==> src/rtl/wishbone_pkg.sv <==
// Shared types and width helpers for the Wishbone slave transactor.
package wishbone_pkg;

    localparam int unsigned ADR_W = 32;
    localparam int unsigned DAT_W = 32;
    localparam int unsigned SEL_W = DAT_W / 8;

    // One captured bus request, in the order presented to the client.
    typedef struct packed {
        logic             we;
        logic [SEL_W-1:0] sel;
        logic [ADR_W-1:0] adr;
        logic [DAT_W-1:0] dat;
    } wb_req_t;

    // Ceiling log2; clog2(1) == 0.
    function automatic int unsigned clog2(input int unsigned value);
        int unsigned result;
        result = 0;
        while ((64'd1 << result) < 64'(value)) begin
            result++;
        end
        return result;
    endfunction

    // Bits needed for a counter spanning 0..max_val inclusive.
    function automatic int unsigned cnt_width(input int unsigned max_val);
        return (max_val == 0) ? 1 : clog2(max_val + 1);
    endfunction

endpackage

==> src/rtl/wb_sync_fifo.sv <==
// Synchronous FIFO with flush; a pop frees a slot for a push in the same cycle.
module wb_sync_fifo
    import wishbone_pkg::clog2;
    import wishbone_pkg::cnt_width;
#(
    parameter int unsigned WIDTH = 8,
    parameter int unsigned DEPTH = 2
) (
    input  logic             clk,
    input  logic             rst,
    input  logic             enq,
    input  logic [WIDTH-1:0] din,
    input  logic             deq,
    input  logic             flush,
    output logic             full,
    output logic             empty,
    output logic [WIDTH-1:0] head
);

    localparam int unsigned IDX_W = (DEPTH > 1) ? clog2(DEPTH) : 1;
    localparam int unsigned CNT_W = cnt_width(DEPTH);

    logic [WIDTH-1:0] mem_q [DEPTH];
    logic [IDX_W-1:0] rd_q, rd_d;
    logic [IDX_W-1:0] wr_q, wr_d;
    logic [CNT_W-1:0] cnt_q, cnt_d;
    logic             do_enq;
    logic             do_deq;

    assign full   = (cnt_q == CNT_W'(DEPTH));
    assign empty  = (cnt_q == '0);
    assign head   = mem_q[rd_q];
    assign do_deq = deq & ~empty;
    assign do_enq = enq & (~full | do_deq);

    // Pointer and occupancy update; flush wins over everything.
    always_comb begin
        rd_d  = rd_q;
        wr_d  = wr_q;
        cnt_d = cnt_q;
        if (flush) begin
            rd_d  = '0;
            wr_d  = '0;
            cnt_d = '0;
        end else begin
            if (do_deq) begin
                rd_d = rd_q + IDX_W'(1);
            end
            if (do_enq) begin
                wr_d = wr_q + IDX_W'(1);
            end
            cnt_d = cnt_q + CNT_W'(do_enq) - CNT_W'(do_deq);
        end
    end

    // Pointer and count registers.
    always_ff @(posedge clk or posedge rst) begin
        if (rst) begin
            rd_q  <= '0;
            wr_q  <= '0;
            cnt_q <= '0;
        end else begin
            rd_q  <= rd_d;
            wr_q  <= wr_d;
            cnt_q <= cnt_d;
        end
    end

    // Storage array; contents are don't-care while empty.
    always_ff @(posedge clk) begin
        if (do_enq && !flush) begin
            mem_q[wr_q] <= din;
        end
    end

endmodule

==> src/rtl/wishbone_slave_xactor.sv <==
// Wishbone B4 pipelined slave: bus cycles become a client request stream,
// client responses become ACK_O/DAT_O in request order.
module wishbone_slave_xactor
    import wishbone_pkg::cnt_width;
#(
    parameter int unsigned ADR_W           = 32,
    parameter int unsigned DAT_W           = 32,
    parameter int unsigned SEL_W           = 4,
    parameter int unsigned REQ_DEPTH       = 2,
    parameter int unsigned RSP_DEPTH       = 2,
    parameter int unsigned MAX_OUTSTANDING = 4
) (
    input  logic                         CLK,
    input  logic                         RST,
    input  logic                         CYC_I,
    input  logic                         STB_I,
    input  logic                         WE_I,
    input  logic [ADR_W-1:0]             ADR_I,
    input  logic [SEL_W-1:0]             SEL_I,
    input  logic [DAT_W-1:0]             DAT_I,
    output logic                         STALL_O,
    output logic                         ACK_O,
    output logic [DAT_W-1:0]             DAT_O,
    output logic [SEL_W+ADR_W+DAT_W:0]   client_request_get,
    output logic                         RDY_client_request_get,
    input  logic                         EN_client_request_get,
    input  logic [DAT_W-1:0]             client_response_put,
    output logic                         RDY_client_response_put,
    input  logic                         EN_client_response_put
);

    localparam int unsigned REQ_W = 1 + SEL_W + ADR_W + DAT_W;
    localparam int unsigned CNT_W = cnt_width(MAX_OUTSTANDING);

    logic             req_full, req_empty;
    logic             rsp_full, rsp_empty;
    logic [DAT_W-1:0] rsp_head;

    logic             accept, deq_fire, abort;
    logic             put_seen, put_ok, rsp_enq, rsp_deq;

    logic [CNT_W-1:0] out_q,  out_d;
    logic [CNT_W-1:0] infl_q, infl_d;
    logic [CNT_W-1:0] disc_q, disc_d;
    logic             ack_q,  ack_d;
    logic [DAT_W-1:0] dat_q,  dat_d;

    // Bus-side handshake and client-side qualifiers.
    assign STALL_O  = req_full | (out_q == CNT_W'(MAX_OUTSTANDING)) | (disc_q != '0);
    assign accept   = CYC_I & STB_I & ~STALL_O;
    assign deq_fire = EN_client_request_get & ~req_empty;
    assign abort    = ~CYC_I & ((out_q != '0) | ~rsp_empty);
    assign put_seen = EN_client_response_put & ~rsp_full;
    // A put is only meaningful for a request the client actually holds;
    // stale puts (e.g. after reset) are dropped.
    assign put_ok   = put_seen & (disc_q == '0) & ((infl_q != '0) | deq_fire);
    assign rsp_enq  = put_ok & ~abort;
    assign rsp_deq  = CYC_I & ~rsp_empty;

    assign RDY_client_request_get  = ~req_empty;
    assign RDY_client_response_put = ~rsp_full;
    assign ACK_O = ack_q;
    assign DAT_O = dat_q;

    wb_sync_fifo #(
        .WIDTH (REQ_W),
        .DEPTH (REQ_DEPTH)
    ) u_req_fifo (
        .clk   (CLK),
        .rst   (RST),
        .enq   (accept),
        .din   ({WE_I, SEL_I, ADR_I, DAT_I}),
        .deq   (deq_fire),
        .flush (abort),
        .full  (req_full),
        .empty (req_empty),
        .head  (client_request_get)
    );

    wb_sync_fifo #(
        .WIDTH (DAT_W),
        .DEPTH (RSP_DEPTH)
    ) u_rsp_fifo (
        .clk   (CLK),
        .rst   (RST),
        .enq   (rsp_enq),
        .din   (client_response_put),
        .deq   (rsp_deq),
        .flush (abort),
        .full  (rsp_full),
        .empty (rsp_empty),
        .head  (rsp_head)
    );

    // Counter bookkeeping, ACK generation and abort handling.
    always_comb begin
        out_d  = out_q;
        infl_d = infl_q;
        disc_d = disc_q;
        ack_d  = rsp_deq;
        dat_d  = rsp_deq ? rsp_head : '0;
        if (abort) begin
            // Whatever the client still holds must be answered and dropped.
            out_d  = '0;
            infl_d = '0;
            disc_d = infl_q + CNT_W'(deq_fire) - CNT_W'(put_ok);
            ack_d  = 1'b0;
            dat_d  = '0;
        end else begin
            out_d  = out_q + CNT_W'(accept) - CNT_W'(ack_q);
            infl_d = infl_q + CNT_W'(deq_fire) - CNT_W'(put_ok);
            if ((disc_q != '0) && put_seen) begin
                disc_d = disc_q - CNT_W'(1);
            end
        end
    end

    // State registers.
    always_ff @(posedge CLK or posedge RST) begin
        if (RST) begin
            out_q  <= '0;
            infl_q <= '0;
            disc_q <= '0;
            ack_q  <= 1'b0;
            dat_q  <= '0;
        end else begin
            out_q  <= out_d;
            infl_q <= infl_d;
            disc_q <= disc_d;
            ack_q  <= ack_d;
            dat_q  <= dat_d;
        end
    end

    // Client must not pop an empty request stream.
    a_pop_when_empty: assert property (@(posedge CLK) disable iff (RST)
        EN_client_request_get |-> RDY_client_request_get);

    // Outstanding count stays within its limit.
    a_out_bound: assert property (@(posedge CLK) disable iff (RST)
        out_q <= CNT_W'(MAX_OUTSTANDING));

endmodule
==> config.mk <==
export PLATFORM = sky130hd
export DESIGN_NAME = wishbone_slave_xactor
export DESIGN_NICKNAME = d
export VERILOG_FILES = /design/src/rtl/wishbone_pkg.sv /design/src/rtl/wb_sync_fifo.sv /design/src/rtl/wishbone_slave_xactor.sv
export SDC_FILE = /design/constraint.sdc
export NUM_CORES = 1
export LEC_CHECK = 0
export ABC_AREA = 1
export CAP_MARGIN = 25
export CORE_MARGIN = 10
export CORE_UTILIZATION = 40
export CTS_CLUSTER_DIAMETER = 200
export DETAILED_ROUTE_END_ITERATION = 7
export GPL_TIMING_DRIVEN = 0
export PLACE_DENSITY = 0.77
export SETUP_SLACK_MARGIN = 0.3
export SLEW_MARGIN = 10
export SYNTH_ARGS = -nofsm -noshare
export SYNTH_HDL_FRONTEND = slang
export SYNTH_HIERARCHICAL = 1
export SYNTH_SLANG_ARGS = --single-unit
==> constraint.sdc <==
create_clock -name CLK -period 12.6 [get_ports CLK]
set_clock_uncertainty 0.15 [all_clocks]
set_input_delay 1.89 -clock CLK [delete_from_list [all_inputs] [get_ports CLK]]
set_output_delay 1.89 -clock CLK [all_outputs]
set_load 0.005 [all_outputs]
==> metrics.cfg, run 1 <==
[critical_path]
worstReg2RegStart=disc_q[0]
startpoint=u_req_fifo/rd_q
crit_type=reg2out
cp_cell_sequence=buf_6 > inv_4 > buf_4 > nand2_1 > nand2_1 > clkdlybuf4s50_1
worst_setup_path_end_kind=output pin
cp_common_cell=nand2_1
slowest_stage=clkdlybuf4s50_1
critPathLaunchType=flip-flop
path_max_fanout=10
critPathArrivalTime_ns=2.08
worstPathRequired_ns=10.56
max_stage_delay_ns=0.53

[logic_synthesis]
synth.avg_cell_area_um2=12.1
yosysTopAreaCellShare_pct=62.6
ys_async_sr_fraction_pct=19.8
synthCells=802
synth_warnings=6
yosysMostFrequentCell=nand2_1
synthTopCellsByArea=edfxtp_1 (63%), nand2_1 (13%), dfrtp_1 (13%)
synth_edf_count=202
synth-seq-area-share_pct=75.6
netlist_area_um2=9680
synth_top_cell_by_area=edfxtp_1
postSynthNetCount=919
synth_flop_cell=edfxtp_1
ys_types=24
ys_top_cells_by_count=nand2_1 (347), edfxtp_1 (202), inv_1 (76), dfrtp_1 (50), nor2_1 (49)
ys_ff_latch=252

[floorplan]
die_h_um=176
core_um2=23600
start_util_pct=41.0
die_area_um2=30800
pin_count=212
die_w_um=176
fp-row-count=56

[clock_tree]
cts_tree=yes
h-tree-depth=1
cts.sinks=252
ctsHoldBuffers=0
path_clk_slew_ns=0.06
clockRootBuffer=clkbuf_16
ctsResizeCount=0
cts.path.max_buffers=3
worstSkewPairLatency_ns=0.52
numCtsBuffers=26
post_cts_buffers=0

[routing]
first_pass_iters=5
drc=0
wire_per_inst_um=16.9
drtAntennaViolNets=0
route.vias.total=6287
routed_wl_um=23600
via_per_inst=4.51
drtIter0Drc=392

[cells_and_area]
fin_cells=1395
seq_area_um2=7320
nFillCells=1928
diodes=0
nNetsFinal=1173
multi_input_area_um2=1890
syn2layout_area_growth_pct=36.5
drive_above_1_share_pct=9.29

[sta]
setup_viol=0
fmax_ghz=0.243
rsz0062_at_grt=false
maxSlewViolCount=0
finalCriticalPeriod_ns=4.12
slew_headroom_pct=58.3
worstMarginPinSlew_ns=0.624
fin_setup_tns_ns=0
hold_violations=0
fin_crit_sh_pct=32.7

[pwr]
p_comb_share_pct=23.4
p_int_uw=1640
seq_power_share_pct=44.3
switching_power_uw=606
power_frac_clock_pct=32.3
power_density_nw_per_um2=170
p_leak_uw=0.00553
switching_share_pct=27.0
vdd_drop_max_uv=96.9

[global_route]
grt_usage_pct=14.7
grt_pass1_wl_um=35900
grt-ovfl-total=0
grt_max_degree=35
grt_pass1_vias=6507
antenna_found_initial=2

[place]
gp_congestion=0.747
port_buffers=211
hpwl_um=17400
placed_cells=1347

[worst_hold_path]
hp-start=disc_q[1]
worstHoldPathType=reg2reg

[job]
maxCapViolCount=0

[status]
status=finished clean

[cells in the final DEF, fill, tap and decap left out, types with 2 or more instances in the layout]
cell / count
buf_12: 3
o21ai_0: 3
inv_4: 2
buf_6: 15
clkdlybuf4s50_1: 211
edfxtp_1: 202
clkinv_2: 2
inv_2: 4
clkbuf_16: 27
o21ai_2: 2
nand3_1: 8
buf_4: 11
clkbuf_1: 11
buf_2: 10
fa_1: 2
o21ai_1: 2
clkinv_1: 4
inv_1: 75
nor2_1: 47
clkbuf_8: 2
nand2_1: 347
a21oi_1: 4
nand3_2: 2
nor3_2: 2
ha_1: 8
dfrtp_1: 50
nor2_4: 2
nor2_2: 11
[through the flow]
stage	total power [uW]	util (%)	setup WS (ns)	instance area [um^2]	hold WS, ns
finish	2240	56.0	8.48	13200	0.363
global placement	1520	51.6	1.28	12200	0.340
detailed placement	1540	52.6	8.03	12400	0.357
CTS	2270	56.0	8.43	13200	0.370
global route	2370	56.0	8.40	13200	0.423
floorplan	1270	-	4.92	9680	0.329
[final timing paths]
check	endpoint	slack, ns	cells after the start
worst min register to register	disc_q[1]	0.36	2
worst max-delay path	client_request_get[2]	8.48	6
min in group asynchronous	u_req_fifo/wr_q	1.52	2
worst min-delay path	disc_q[1]	0.36	2
max in group asynchronous	DAT_O[28]	10.28	3
worst max register to register	u_req_fifo/mem_q[0][24]	9.73	10
[layer usage]
metal | GRT usage (%) | share of wire [%] | vias to the layer above
li1 | - | - | 3079
met1 | 16.4 | 38 | 2935
met2 | 25.4 | 48 | 239
met3 | 6.50 | 12 | 30
met4 | 3.32 | 1.5 | 4
met5 | 0 | 0.11 | -
[power groups by stage]
stage          Clock, uW  Combinational (uW)  Sequential (uW)
2_1_floorplan          0                 260             1010
3_3_place_gp           0                 503             1010
3_5_place_dp           0                 532             1010
4_1_cts              744                 535              994
5_1_grt              780                 590              999
6_report             724                 524              994
[critical path, delay by kind of cell (launching register included)]
kind          cells  cell delay (ns)
buf+inv           4             0.99
simple gates      2             0.18
flops             1             0.37
[flip-flops by register name (all words and copies together) (netlist names)]
name              cells
u_req_fifo/wr_q       1
u_rsp_fifo/rd_q       1
u_req_fifo/rd_q       1
infl_q                3
u_rsp_fifo/mem_q     64
disc_q                3
DAT_O                32
ACK_O                 1
u_req_fifo/cnt_q      2
out_q                 3
u_req_fifo/mem_q    138
u_rsp_fifo/cnt_q      2
u_rsp_fifo/wr_q       1
[cell families after synthesis]
| logic type | Yosys count | synth area share, % |
|---|---|---|
| AND/OR/NAND/NOR | 422 | 17.0 |
| flip-flops | 252 | 75.6 |
| buffers and inverters | 106 | 5.22 |
| AO/OA/AOI/OAI | 11 | 0.646 |
| adder cells (fa/ha/maj) | 10 | 1.45 |
| XOR/XNOR | 1 | 0.0905 |
[cell type report]
cell class / count / area share [%]
well taps: 319 / 3.02
flip-flops and latches: 252 / 55.4
plain buffers: 25 / 1.49
repair buffers: 226 / 17.4
clock inverters: 8 / 0.473
multi-input cells: 444 / 14.3
inverters: 81 / 2.34
clock buffers: 40 / 5.63
(Power assumes the default switching activity.)
==> run 2: changes to the inputs <==
Settings changed: PLACE_DENSITY 0.77 to 0.79.
Clock period 12.6 ns to 3.38 ns, I/O delays scaled along.
==> run 2 against run 1 <==
  * Non-clock buffer count is 4 lower
  * Global-route usage shrank 0.32 points
  * Via count rose by 1.6%
  * Utilization is 0.55 points higher
  * Worst hold slack lost 0.26 ns
  * Clock-buffer cell count decreased by 4
  * Sequential power increased to 3.7 times the previous value
  * Die area is the same
==> metrics.cfg, run 2 (same netlist as run 1, synthesis figures left out) <==
[critical_path]
crit_type=reg2reg
critPathLaunchType=flip-flop
path_max_fanout=4
critPathArrivalTime_ns=3.02
cp_common_cell=nand2_1
cp_cell_sequence=inv_1 > nand2_1 > inv_1 > inv_1 > nand2_1 > nand4_1 > nand3_1 > inv_1 > ha_1 > inv_1 > ha_1 > inv_1 > fa_1 > inv_1 > nand2_1 > nand2_1 > nand2_1 > nand2_1 > nand2_1 > nand2_1 > nand2_1
slowest_stage=dfrtp_1
worst_setup_path_end_kind=flip-flop
max_stage_delay_ns=0.40
worstPathRequired_ns=3.64

[routing]
drtAntennaViolNets=0
first_pass_iters=5
via_per_inst=4.59
drtIter0Drc=448
drc=0
wire_per_inst_um=16.5
routed_wl_um=23000
route.vias.total=6390

[clock_tree]
path_clk_slew_ns=0.06
numCtsBuffers=26
ctsResizeCount=0
clockRootBuffer=clkbuf_16
h-tree-depth=1
cts.sinks=252
cts_tree=yes
worstSkewPairLatency_ns=0.53
ctsHoldBuffers=0
cts.path.max_buffers=3
post_cts_buffers=0

[sta]
maxSlewViolCount=0
hold_violations=0
worstMarginPinSlew_ns=0.705
rsz0062_at_grt=false
fin_crit_sh_pct=81.6
slew_headroom_pct=52.9
whs_ns=0.108
fmax_ghz=0.362
finalCriticalPeriod_ns=2.76
setup_viol=0

[pwr]
p_leak_uw=0.00555
power_density_nw_per_um2=640
p_total_uw=8540
vdd_drop_max_uv=464

[place]
hpwl_um=16500
gp_congestion=0.775
dpl_cell_area_um2=12500
port_buffers=211
placed_cells=1343

[global_route]
grt_pass1_vias=6368
grt_usage_pct=14.4
antenna_found_initial=1
grt-ovfl-total=0
grt_pass1_wl_um=35300
grt_max_degree=31

[cells_and_area]
final_util_pct=56.5
nNetsFinal=1169
multi_input_area_um2=1950
fin_cells=1392
largest_reg_flops=138
syn2layout_area_growth_pct=37.8
seq_area_um2=7320
drive_above_1_share_pct=9.98
final_cell_mix=nand2_1 (344), clkdlybuf4s50_1 (211), edfxtp_1 (202)
design_area_um2=13300
nFillCells=1875
layout_commonest_cell=nand2_1
top_register=u_req_fifo/mem_q

[floorplan]
die_h_um=176
core_um2=23600
start_util_pct=41.0
die_w_um=176
fp-row-count=56
pin_count=212
die_area_um2=30800

[status]
status=finished clean

[worst_hold_path]
worstHoldPathType=in2async

[job]
maxCapViolCount=0

==> run 2: cell count changes in the layout (fill, tap and decap cells not counted), moves of 3 or more <==
| cell | change |
|---|---|
| buf_4 | -5 |
| buf_6 | -6 |
| buf_8 | +5 |
| clkbuf_1 | -3 |
| inv_1 | -4 |
| inv_2 | +4 |
| nand2_1 | -3 |
==> run 2: path summary, 6_finish.rpt <==
kind                                          start         endpoint  slack (ns)  cells past startpoint
worst min register to register            disc_q[1]        disc_q[1]        0.38                      2
worst max register to register  u_req_fifo/cnt_q[1]        disc_q[2]        0.62                     21
min in group CLK                          disc_q[1]        disc_q[1]        0.38                      2
max in group asynchronous                       RST         DAT_O[7]        2.41                      3
worst min-delay path                            RST  u_rsp_fifo/rd_q        0.11                      2
worst max-delay path            u_req_fifo/cnt_q[1]        disc_q[2]        0.62                     21
==> run 2: stage by stage <==
stage,TNS (ns),worst slack [ns]
after floorplan,0,0.118
after global placement,-119.30,-1.25
after detailed placement,0,0.370
after CTS,0,0.520
after global routing,0,0.345
final,0,0.621
==> run 2: routing by layer <==
metal	part of all wire, %	wire [um]	vias up	track usage (%)
li1	-	-	3077	-
met5	0	0	-	0
met3	12	2850	39	6.05
met2	47	10700	267	23.5
met4	1.7	399	0	3.39
met1	39	9020	3007	17.4
==> run 2: cell type report <==
cell class	count	share of cell area, %
sequential	252	54.8
timing repair buffer	222	17.4
multi-input combinational	444	14.6
clock buffer	36	5.31
tap	319	2.99
inverter	81	2.32
buffer	25	1.47
clock inverter	12	1.10
antenna	1	0.0187
==> run 2: report_power, final <==
part	internal [uW]	switching (uW)	total [uW]
sequential	3620	94.2	3710
combinational	920	1090	2010
clock	1690	1130	2820
total	6230	2310	8540
==> run 2: critical path, delay by kind of cell, from the launching register on <==
kind	cells	cell delay [ns]
AND/OR/NAND/NOR	11	0.86
adder cells (fa/ha/maj)	3	0.78
buffers and inverters	7	0.45
flip-flops	1	0.40
